## config.mk

```make
export PLATFORM = sky130hd
export DESIGN_NAME = rv_iommu_mrif_engine
export DESIGN_NICKNAME = d
export VERILOG_FILES = /design/src/rtl/rv_iommu_pkg.sv /design/src/rtl/rv_iommu_mrif_fifo.sv /design/src/rtl/rv_iommu_mrif_engine.sv
export SDC_FILE = /design/constraint.sdc
export NUM_CORES = 1
export LEC_CHECK = 0
export ABC_AREA = 1
export CAP_MARGIN = 25
export CORE_UTILIZATION = 45
export CTS_CLUSTER_SIZE = 40
export DETAILED_ROUTE_END_ITERATION = 8
export PLACE_DENSITY = 0.71
export SLEW_MARGIN = 40
export SYNTH_ARGS = -nofsm -noshare
export SYNTH_HDL_FRONTEND = slang
export SYNTH_HIERARCHICAL = 1
export SYNTH_SLANG_ARGS = --single-unit
export TNS_END_PERCENT = 5
```

## constraint.sdc

```tcl
create_clock -name clk_i -period 7.7 [get_ports clk_i]
set_clock_uncertainty 0.15 [all_clocks]
set_input_delay 1.54 -clock clk_i [delete_from_list [all_inputs] [get_ports clk_i]]
set_output_delay 1.54 -clock clk_i [all_outputs]
set_load 0.01 [all_outputs]
```

## src/rtl/rv_iommu_pkg.sv

```systemverilog
// Shared types and constants for the IOMMU MRIF engine: AXI channel
// structs, the engine state encoding, the queue entry layout and the fault cause.
package rv_iommu;

   localparam int unsigned CAUSE_LEN = 12;
   localparam logic [CAUSE_LEN-1:0] MSI_PT_DATA_CORRUPTION = 12'd270;

   localparam logic [1:0] AXI_RESP_OKAY  = 2'b00;
   localparam logic [1:0] AXI_BURST_INCR = 2'b01;
   // AtomicStore, little-endian, SET operation
   localparam logic [5:0] AXI_ATOP_SET_LE = 6'b01_0_011;

   typedef enum logic [3:0] {
      IDLE, RD_AR, RD_R, WR_AW, WR_W, WR_B, NT_AW, NT_W, NT_B, DRAIN
   } mrif_state_e;

   // Width of an interrupt identity for a given MRIF size
   function automatic int unsigned mrif_id_w(input int unsigned num_ids);
      return $clog2(num_ids);
   endfunction

   typedef struct packed {
      logic [3:0]  id;
      logic [63:0] addr;
      logic [7:0]  len;
      logic [2:0]  size;
      logic [1:0]  burst;
      logic [5:0]  atop;
   } axi_aw_t;

   typedef struct packed {
      logic [3:0]  id;
      logic [63:0] addr;
      logic [7:0]  len;
      logic [2:0]  size;
      logic [1:0]  burst;
   } axi_ar_t;

   typedef struct packed {
      logic [63:0] data;
      logic [7:0]  strb;
      logic        last;
   } axi_w_t;

   typedef struct packed {
      logic [3:0] id;
      logic [1:0] resp;
   } axi_b_t;

   typedef struct packed {
      logic [3:0]  id;
      logic [63:0] data;
      logic [1:0]  resp;
      logic        last;
   } axi_r_t;

   typedef struct packed {
      axi_aw_t aw;
      logic    aw_valid;
      axi_w_t  w;
      logic    w_valid;
      logic    b_ready;
      axi_ar_t ar;
      logic    ar_valid;
      logic    r_ready;
   } axi_full_req_t;

   typedef struct packed {
      logic   aw_ready;
      logic   ar_ready;
      logic   w_ready;
      logic   b_valid;
      axi_b_t b;
      logic   r_valid;
      axi_r_t r;
   } axi_full_rsp_t;

   // One queued request; ign marks an identity outside the MRIF
   typedef struct packed {
      logic        ign;
      logic [10:0] id;
      logic [46:0] mrif;
      logic [10:0] nid;
      logic [43:0] ppn;
   } mrif_entry_t;

endpackage

```

## src/rtl/rv_iommu_mrif_fifo.sv

```systemverilog
// Request queue for the MRIF engine: power-of-two depth, wrap-bit pointers.
module rv_iommu_mrif_fifo #(
   parameter int unsigned WIDTH = 8,
   parameter int unsigned DEPTH = 4
) (
   input  logic             clk_i,
   input  logic             rst_i,
   input  logic             push_i,
   input  logic [WIDTH-1:0] data_i,
   input  logic             pop_i,
   output logic [WIDTH-1:0] data_o,
   output logic             full_o,
   output logic             empty_o
);

   localparam int unsigned PTR_W = $clog2(DEPTH);

   logic [WIDTH-1:0] mem_q [DEPTH];
   logic [PTR_W:0]   wr_ptr_q;
   logic [PTR_W:0]   rd_ptr_q;

   assign empty_o = (wr_ptr_q == rd_ptr_q);
   assign full_o  = (wr_ptr_q[PTR_W] != rd_ptr_q[PTR_W]) &&
                    (wr_ptr_q[PTR_W-1:0] == rd_ptr_q[PTR_W-1:0]);
   assign data_o  = mem_q[rd_ptr_q[PTR_W-1:0]];

   // Pointer update; a push into a full queue or a pop from an empty one is dropped
   always_ff @(posedge clk_i or posedge rst_i) begin
      if (rst_i) begin
         wr_ptr_q <= '0;
         rd_ptr_q <= '0;
      end else begin
         if (push_i && !full_o) wr_ptr_q <= wr_ptr_q + 1'b1;
         if (pop_i && !empty_o) rd_ptr_q <= rd_ptr_q + 1'b1;
      end
   end

   // Entry storage, written on an accepted push
   always_ff @(posedge clk_i) begin
      if (push_i && !full_o) mem_q[wr_ptr_q[PTR_W-1:0]] <= data_i;
   end

endmodule

```

## src/rtl/rv_iommu_mrif_engine.sv

```systemverilog
// MRIF engine: sets the interrupt-pending bit for an MSI in a memory-resident
// interrupt file and, when the identity is enabled, writes the notice MSI.
module rv_iommu_mrif_engine import rv_iommu::*; #(
   parameter type         axi_req_t   = logic,
   parameter type         axi_rsp_t   = logic,
   parameter int unsigned NUM_IDS     = 2048,
   parameter int unsigned QUEUE_DEPTH = 4,
   parameter bit          ATOMIC_EN   = 1'b0
) (
   input  logic                           clk_i,
   input  logic                           rst_i,
   input  logic                           req_valid_i,
   output logic                           req_ready_o,
   input  logic [31:0]                    int_id_i,
   input  logic [46:0]                    mrif_addr_i,
   input  logic [10:0]                    notice_nid_i,
   input  logic [43:0]                    notice_ppn_i,
   output axi_req_t                       mem_req_o,
   input  axi_rsp_t                       mem_resp_i,
   output logic                           done_o,
   output logic                           ignore_o,
   output logic                           error_o,
   output logic [rv_iommu::CAUSE_LEN-1:0] cause_o
);

   localparam int unsigned MRIF_ID_W = mrif_id_w(NUM_IDS);
   localparam int unsigned ENTRY_W   = $bits(mrif_entry_t);

   mrif_state_e   state_q, state_d;
   axi_full_req_t req_s;
   axi_full_rsp_t rsp_s;
   mrif_entry_t   push_entry, head;
   logic          fifo_full, fifo_empty, fifo_pop;
   logic          load, ip_ld, ie_ld, ie_bit, ip_hit;
   logic [55:0]   pptr_q;
   logic [5:0]    id_q;
   logic [10:0]   nid_q;
   logic [43:0]   ppn_q;
   logic [63:0]   ip_q;
   logic          ie_q;
   logic          unused_rsp_ids;

   assign rsp_s          = axi_full_rsp_t'(mem_resp_i);
   assign mem_req_o      = axi_req_t'(req_s);
   assign unused_rsp_ids = ^{rsp_s.b.id, rsp_s.r.id};

   assign req_ready_o = !fifo_full && !rst_i;
   assign push_entry  = '{ign:  |int_id_i[31:MRIF_ID_W],
                          id:   int_id_i[10:0],
                          mrif: mrif_addr_i,
                          nid:  notice_nid_i,
                          ppn:  notice_ppn_i};

   rv_iommu_mrif_fifo #(
      .WIDTH (ENTRY_W),
      .DEPTH (QUEUE_DEPTH)
   ) u_fifo (
      .clk_i   (clk_i),
      .rst_i   (rst_i),
      .push_i  (req_valid_i && req_ready_o),
      .data_i  (push_entry),
      .pop_i   (fifo_pop),
      .data_o  (head),
      .full_o  (fifo_full),
      .empty_o (fifo_empty)
   );

   // In atomic mode the set has already landed, so IP counts as set
   assign ie_bit  = rsp_s.r.data[id_q];
   assign ip_hit  = ATOMIC_EN ? 1'b1 : ip_q[id_q];
   assign cause_o = error_o ? MSI_PT_DATA_CORRUPTION : '0;

   // State register; reset abandons any in-flight transaction
   always_ff @(posedge clk_i or posedge rst_i) begin
      if (rst_i) state_q <= IDLE;
      else       state_q <= state_d;
   end

   // Request context and IP/IE captures
   always_ff @(posedge clk_i) begin
      if (load) begin
         pptr_q <= {head.mrif, head.id[10:6], 4'b0};
         id_q   <= head.id[5:0];
         nid_q  <= head.nid;
         ppn_q  <= head.ppn;
      end
      if (ip_ld) ip_q <= rsp_s.r.data;
      if (ie_ld) ie_q <= ie_bit;
   end

   // Next-state, AXI channel drive and status pulses
   always_comb begin
      state_d  = state_q;
      req_s    = '0;
      fifo_pop = 1'b0;
      load     = 1'b0;
      ip_ld    = 1'b0;
      ie_ld    = 1'b0;
      done_o   = 1'b0;
      ignore_o = 1'b0;
      error_o  = 1'b0;
      case (state_q)
         IDLE: begin
            if (!fifo_empty) begin
               fifo_pop = 1'b1;
               if (head.ign) begin
                  ignore_o = 1'b1;
               end else begin
                  load    = 1'b1;
                  state_d = ATOMIC_EN ? WR_AW : RD_AR;
               end
            end
         end
         RD_AR: begin
            req_s.ar_valid = 1'b1;
            req_s.ar.id    = 4'b0100;
            req_s.ar.size  = 3'b011;
            req_s.ar.burst = AXI_BURST_INCR;
            // Atomic mode reads only the IE word at pptr+8
            req_s.ar.addr  = ATOMIC_EN ? {8'b0, pptr_q[55:4], 4'h8} : {8'b0, pptr_q};
            req_s.ar.len   = ATOMIC_EN ? 8'd0 : 8'd1;
            if (rsp_s.ar_ready) state_d = RD_R;
         end
         RD_R: begin
            req_s.r_ready = 1'b1;
            if (rsp_s.r_valid) begin
               if (rsp_s.r.resp != AXI_RESP_OKAY) begin
                  if (rsp_s.r.last) begin
                     error_o = 1'b1;
                     state_d = IDLE;
                  end else begin
                     state_d = DRAIN;
                  end
               end else if (!rsp_s.r.last) begin
                  ip_ld = 1'b1;
               end else begin
                  ie_ld = 1'b1;
                  if (!ip_hit) begin
                     state_d = WR_AW;
                  end else if (ie_bit) begin
                     state_d = NT_AW;
                  end else begin
                     done_o  = 1'b1;
                     state_d = IDLE;
                  end
               end
            end
         end
         WR_AW: begin
            req_s.aw_valid = 1'b1;
            req_s.aw.id    = 4'b0100;
            req_s.aw.addr  = {8'b0, pptr_q};
            req_s.aw.len   = 8'd0;
            req_s.aw.size  = 3'b011;
            req_s.aw.burst = AXI_BURST_INCR;
            req_s.aw.atop  = ATOMIC_EN ? AXI_ATOP_SET_LE : 6'b0;
            if (rsp_s.aw_ready) state_d = WR_W;
         end
         WR_W: begin
            req_s.w_valid = 1'b1;
            req_s.w.data  = ATOMIC_EN ? (64'd1 << id_q) : (ip_q | (64'd1 << id_q));
            req_s.w.strb  = 8'hFF;
            req_s.w.last  = 1'b1;
            if (rsp_s.w_ready) state_d = WR_B;
         end
         WR_B: begin
            req_s.b_ready = 1'b1;
            if (rsp_s.b_valid) begin
               if (rsp_s.b.resp != AXI_RESP_OKAY) begin
                  error_o = 1'b1;
                  state_d = IDLE;
               end else if (ATOMIC_EN) begin
                  state_d = RD_AR;
               end else if (ie_q) begin
                  state_d = NT_AW;
               end else begin
                  done_o  = 1'b1;
                  state_d = IDLE;
               end
            end
         end
         NT_AW: begin
            req_s.aw_valid = 1'b1;
            req_s.aw.id    = 4'b0011;
            req_s.aw.addr  = {8'b0, ppn_q, 12'b0};
            req_s.aw.len   = 8'd0;
            req_s.aw.size  = 3'b010;
            req_s.aw.burst = AXI_BURST_INCR;
            if (rsp_s.aw_ready) state_d = NT_W;
         end
         NT_W: begin
            req_s.w_valid = 1'b1;
            req_s.w.data  = {32'b0, 21'b0, nid_q};
            req_s.w.strb  = 8'h0F;
            req_s.w.last  = 1'b1;
            if (rsp_s.w_ready) state_d = NT_B;
         end
         NT_B: begin
            req_s.b_ready = 1'b1;
            if (rsp_s.b_valid) begin
               if (rsp_s.b.resp != AXI_RESP_OKAY) error_o = 1'b1;
               else                                done_o  = 1'b1;
               state_d = IDLE;
            end
         end
         DRAIN: begin
            // The fault is reported once the burst has been fully consumed
            req_s.r_ready = 1'b1;
            if (rsp_s.r_valid && rsp_s.r.last) begin
               error_o = 1'b1;
               state_d = IDLE;
            end
         end
         default: state_d = IDLE;
      endcase
   end

endmodule

```

==> flow_summary.toml <==
[layout]
most_common_cell_after_layout_fill_and_taps_aside = "sky130_fd_sc_hd__nand2_1"
finalCoreUtilization = 0.5549
num-nets-final = 286
synthToLayoutAreaGrowth_pct = 15.20
share_of_layout_cells_above_drive_strength_1 = 0.06338
diodes = 0
fill_cells = 188
mostFrequentLayoutCells = "27 x sky130_fd_sc_hd__nand2_1, 25 x sky130_fd_sc_hd__clkdlybuf4s50_1, 20 x sky130_fd_sc_hd__nor2_1"

[synth]
postSynthAreaPerCell_sq_um = 7.517
yosys_warning_total = 6
post_synth_instance_area_sq_um = 954.7
netlist_instances = 127

[clock_tree]
cts.reportedPaths.clkPinSlew_ns = 0.07
cts.htree.levels = 1
hold_buffers = 0
root_buffer = "sky130_fd_sc_hd__clkbuf_4"
ctsLongestPathBuffers = 2
resized_cells_post_cts = 0
cts_tree = "yes"
postCtsSetupBuffers = 0
clock_sinks = 11
cts_inserted_buffers = 3
clk-insertion-delay-late_ns = 0.27

[critical_path]
top_fanout_value_on_the_critical_path = 4
worst_setup_path_startpoint = "rst_i"
r2r.worst_path.cells = 6
worst_setup_ep_type = "output port"
critical_path.reg2reg.startpoint = "u_fifo/rd_ptr_q[0]$_DFFE_PP0P_"
rrSetupSlack_ns = 5.58
timing.critical_path.from_type = "primary input"
crit_type = "in2out"
cp.arrival_ns = 2.67
reg_to_reg_end = "u_fifo/mem_q[0][113]$_DFFE_PP_"
required_time_of_the_critical_path_ns = 6.01
worstSetupEndpoint = "req_ready_o"

[placed_design]
port_buffers = 25
place_worst_setup_slack_ns = 3.356
dp_hpwl_mm = 1.305
gp_congestion = 0.7647

[timing]
grt_setup_unrepaired = "no"
max-slew-margin-rel = 0.6348
timing.setup.tns_ns = 0
timing.final.hold_violations = 0
worst_hold_slack_ns = 0.3680
setup_slack_ns = 3.343
worst-slew-pin-transition_ns = 0.5466
period_minus_slack_ns = 4.357
finalSetupViolations = 0
fmax_ghz = 0.2295
timing.final.max_slew_violations = 0
finalCritPeriodShare = 0.5658

[floorplan]
die-area_sq_um = 2310
fp.coreArea_sq_um = 1982
starting_utilization_of_the_core_area = 0.4817
die_h_um = 48.06
rows = 16
chipWidth_um = 48.06
io_pins = 155

[worst_hold_path]
min_path_type = "reg2reg"
holdCritStartpoint = "state_q[0]$_DFFE_PP0P_"

[global_route]
via_count_of_the_first_global_routing_pass = 602
gr-total-overflow = 0
grt_first_pass_wirelength_mm = 2.546
global_route.usage.total = 0.1624
largest_net_degree_at_the_start_of_global_routing = 8
antenna_found_initial = 0

[detailed_routing]
drc = 0
ant_nets = 0
drt_first_iter_violations = 7
avgRoutedWirePerCell_um = 9.047
routed_via_density = 4.178
wl_mm = 1.529
drt_pass1_iterations = 4
route.vias.total = 706

[power_and_ir_drop]
power_per_cell_area_nw_per_um2 = 232.8
power.ir.vdd_worst_mv = 0.1794
p_leak_uw = 0.0005343

[outcome]
status = "finished, final reports clean"

[run]
cap_violations = 0
[metrics by stage]
step,std cells,total power [uW],area (sq um)
finish,169,256.0,1100
global route,169,283.6,1100
CTS,169,258.1,1100
detailed placement,165,218.0,1074
global placement,165,215.0,1074
floorplan,141,235.7,1007
[metal layers]
layer  GRT usage  vias to the layer above  routed length (um)
li1            -                      377                   -
met1      0.2060                      307                 700
met2      0.2757                       22                 753
met3     0.06792                        0                  74
met4           0                        0                   0
met5           0                        -                   0
[registers in the layout, indices dropped and copies added, names as in the netlist]
name / cells
u_fifo/rd_ptr_q: 3
u_fifo/wr_ptr_q: 3
u_fifo/mem_q: 4
state_q: 1
[worst max-delay path, stage by stage]
cell                              delay, ns
sky130_fd_sc_hd__clkdlybuf4s50_1       0.46
sky130_fd_sc_hd__nor2_1                0.12
sky130_fd_sc_hd__clkdlybuf4s50_1       0.54
[cell type report]
cell class                 count  area, sq um  area share
timing repair buffer          25        250.2      0.2275
sequential                    11        295.3      0.2685
clock buffer                   4        26.28     0.02389
inverter                      15        58.81     0.05347
tap                           27        33.78     0.03072
multi-input combinational     87        435.4      0.3959
[worst min path at each step]
stage	end	slack, ns	cells past startpoint
after global routing	state_q[0]$_DFFE_PP0P_	0.40	1
after detailed placement	state_q[0]$_DFFE_PP0P_	0.35	1
final	state_q[0]$_DFFE_PP0P_	0.37	1
after CTS	state_q[0]$_DFFE_PP0P_	0.37	1
after global placement	state_q[0]$_DFFE_PP0P_	0.35	1
after floorplan	state_q[0]$_DFFE_PP0P_	0.32	1
[power by group]
group | leakage (uW) | switching (uW) | internal [uW] | total (uW)
Sequential | 0.000116 | 23.2 | 75.3 | 98.5
Clock | 0.0000150 | 18.6 | 20.0 | 38.7
Combinational | 0.000403 | 67.3 | 51.6 | 119
No activity file was read; power rests on OpenSTA's default activity.
==> RTL edit 1, RTL diff (same settings) <==
The parameter `QUEUE_DEPTH` goes from 4 to 2.
--- a/src/rtl/rv_iommu_mrif_engine.sv
+++ b/src/rtl/rv_iommu_mrif_engine.sv
@@ -4,7 +4,7 @@
    parameter type         axi_req_t   = logic,
    parameter type         axi_rsp_t   = logic,
    parameter int unsigned NUM_IDS     = 2048,
-   parameter int unsigned QUEUE_DEPTH = 4,
+   parameter int unsigned QUEUE_DEPTH = 2,
    parameter bit          ATOMIC_EN   = 1'b0
 ) (
    input  logic                           clk_i,
Function: changed (Yosys sat finds a counterexample within 4 cycles, from zero or initial values and one cycle with rst_i high).
==> RTL edit 1 against the original RTL <==
- the flow now stops in 3_2_place_iop
- synthesized area decreased by 34%
==> RTL edit 1: results (changes against the original RTL) <==
Outcome
  – Status: did not finish (was complete, no violations)
  – Exit stage: 3_2_place_iop
  – Stop err: [ERROR PPL-0024] Number of IO pins (155) exceeds maximum number of available positions (132). Increase the die perimeter from 157.44um to 210.80um.

Synth
  – Post-synth design cell area: 628 um^2 (was 955 um^2)
  – Ys Warns: 6 (unchanged)
  – Post-Synthesis Cells: 95 (was 127)
==> RTL edit 2, RTL diff (same settings) <==
Without the edit above. Re-encode `mrif_state_e` (10 states) as one-hot, 10 bits wide.
--- a/src/rtl/rv_iommu_pkg.sv
+++ b/src/rtl/rv_iommu_pkg.sv
@@ -10,8 +10,8 @@
    // AtomicStore, little-endian, SET operation
    localparam logic [5:0] AXI_ATOP_SET_LE = 6'b01_0_011;
 
-   typedef enum logic [3:0] {
-      IDLE, RD_AR, RD_R, WR_AW, WR_W, WR_B, NT_AW, NT_W, NT_B, DRAIN
+   typedef enum logic [9:0] {
+      IDLE = 10'b0000000001, RD_AR = 10'b0000000010, RD_R = 10'b0000000100, WR_AW = 10'b0000001000, WR_W = 10'b0000010000, WR_B = 10'b0000100000, NT_AW = 10'b0001000000, NT_W = 10'b0010000000, NT_B = 10'b0100000000, DRAIN = 10'b1000000000
    } mrif_state_e;
 
    // Width of an interrupt identity for a given MRIF size
Function: no difference found for any inputs over 10 cycles, from zero or initial values and one cycle with rst_i high; not proved beyond that.
==> RTL edit 2 against the original RTL <==
- sequential cell count grew 1
- count of clock-buffer cells in the layout is 1 lower
- design area grew 5.3%
- setup slack worse by 0.031 ns
- total power is 32% higher
- fmax shrank 0.71%
- synthesized area up 6.2%
- routed wire length rose by 10%
==> RTL edit 2: results (changes against the original RTL) <==
Clock network
  – Total CTS buffers: 3 (unchanged)
  – Clock root buffer: clkbuf_4 (unchanged)
  – Cts repair resizes: 0 (unchanged)
  – Clock transition at path regs: 0.08 ns

Final layout
  – Fill cells: 200 (was 188)
  – Nets: 295 (was 286)
  – Layout cells sized above 1: 7.95% (was 6.34%)

Worst setup path
  – CP Data Arrival Time: 2.70 ns (was 2.67 ns)
  – R2r endpoint: u_fifo/mem_q[3][113] (was u_fifo/mem_q[0][113])
  – Reg2reg start: u_fifo/wr_ptr_q[1] (was u_fifo/rd_ptr_q[0])
  – Reg2reg path depth: 8 (was 6)
  – R2R Setup Slk: 5.60 ns (was 5.58 ns)

Global route
  – Number of global-route vias before repair: 745 (was 602)
  – First-pass GRT wire length: 3000 um (was 2550 um)
  – Total global-route track usage: 15.8% (was 16.2%)

Route
  – Avg WL per Cell: 9.47 um (was 9.05 um)
  – Via density: 4.26 (was 4.18)

Pwr
  – Leak Pwr: 0.584 nW (was 0.534 nW)
  – Peak supply drop: 0.000136 V (was 0.000179 V)

Timing
  – Final worst setup slack: 3.31 ns (was 3.34 ns)
  – Slew headroom: 65.7% (was 63.5%)

Synth
  – Ys Warns: 6 (unchanged)

Outcome
  – Status: complete, no violations (unchanged)

Place
  – Gpl congestion: 0.766 (was 0.765)
  – Post-DP HPWL: 1430 um (was 1310 um)
  – DP Area: 1130 um^2 (was 1070 um^2)
-- RTL edit 2: routing by layer --
metal,track usage [%],vias to the layer above,share of wire (%)
met2,30.6,25,56
met3,1.85,0,3.8
met4,4.29,0,0
met5,0,-,0
li1,-,402,-
met1,18.1,331,40
-- RTL edit 2: area by class of cell --
cell class / instances / area [um^2] / share of cell area [%]
clock buffers: 3 / 22.5 / 1.94
inverters: 20 / 77.6 / 6.70
well taps: 27 / 33.8 / 2.92
flip-flops and latches: 12 / 322 / 27.8
multi-input cells: 90 / 449 / 38.8
clock inverters: 1 / 3.75 / 0.324
repair buffers: 25 / 250 / 21.6
-- RTL edit 2: worst min path at each step --
stage	from	endpoint	slack, ns	cells past startpoint
after CTS	state_q[0]	state_q[0]	0.37	2
final	state_q[0]	state_q[0]	0.36	2
after floorplan	state_q[0]	state_q[0]	0.34	2
after detailed placement	state_q[0]	state_q[0]	0.35	2
after global placement	state_q[0]	state_q[0]	0.35	2
after global routing	state_q[0]	state_q[0]	0.43	2
-- RTL edit 2: report_power, final --
group / switching [W] / internal [W] / total [W]
clock: 0.0000213 / 0.0000187 / 0.0000400
sequential: 0.0000293 / 0.0000891 / 0.000118
combinational: 0.000102 / 0.0000790 / 0.000180
total: 0.000152 / 0.000187 / 0.000339
-- RTL edit 2: stage by stage --
step	cells	power, W	hold slack, ns
2_1_floorplan	150	0.000303	0.338
3_3_place_gp	174	0.000292	0.347
3_5_place_dp	174	0.000301	0.354
4_1_cts	178	0.000342	0.366
5_1_grt	178	0.000379	0.429
6_report	178	0.000339	0.364
-- RTL edit 2: worst max-delay path, cell delays in order --
cell             delay, ns
clkdlybuf4s50_1       0.48
nor2_1                0.13
clkdlybuf4s50_1       0.54
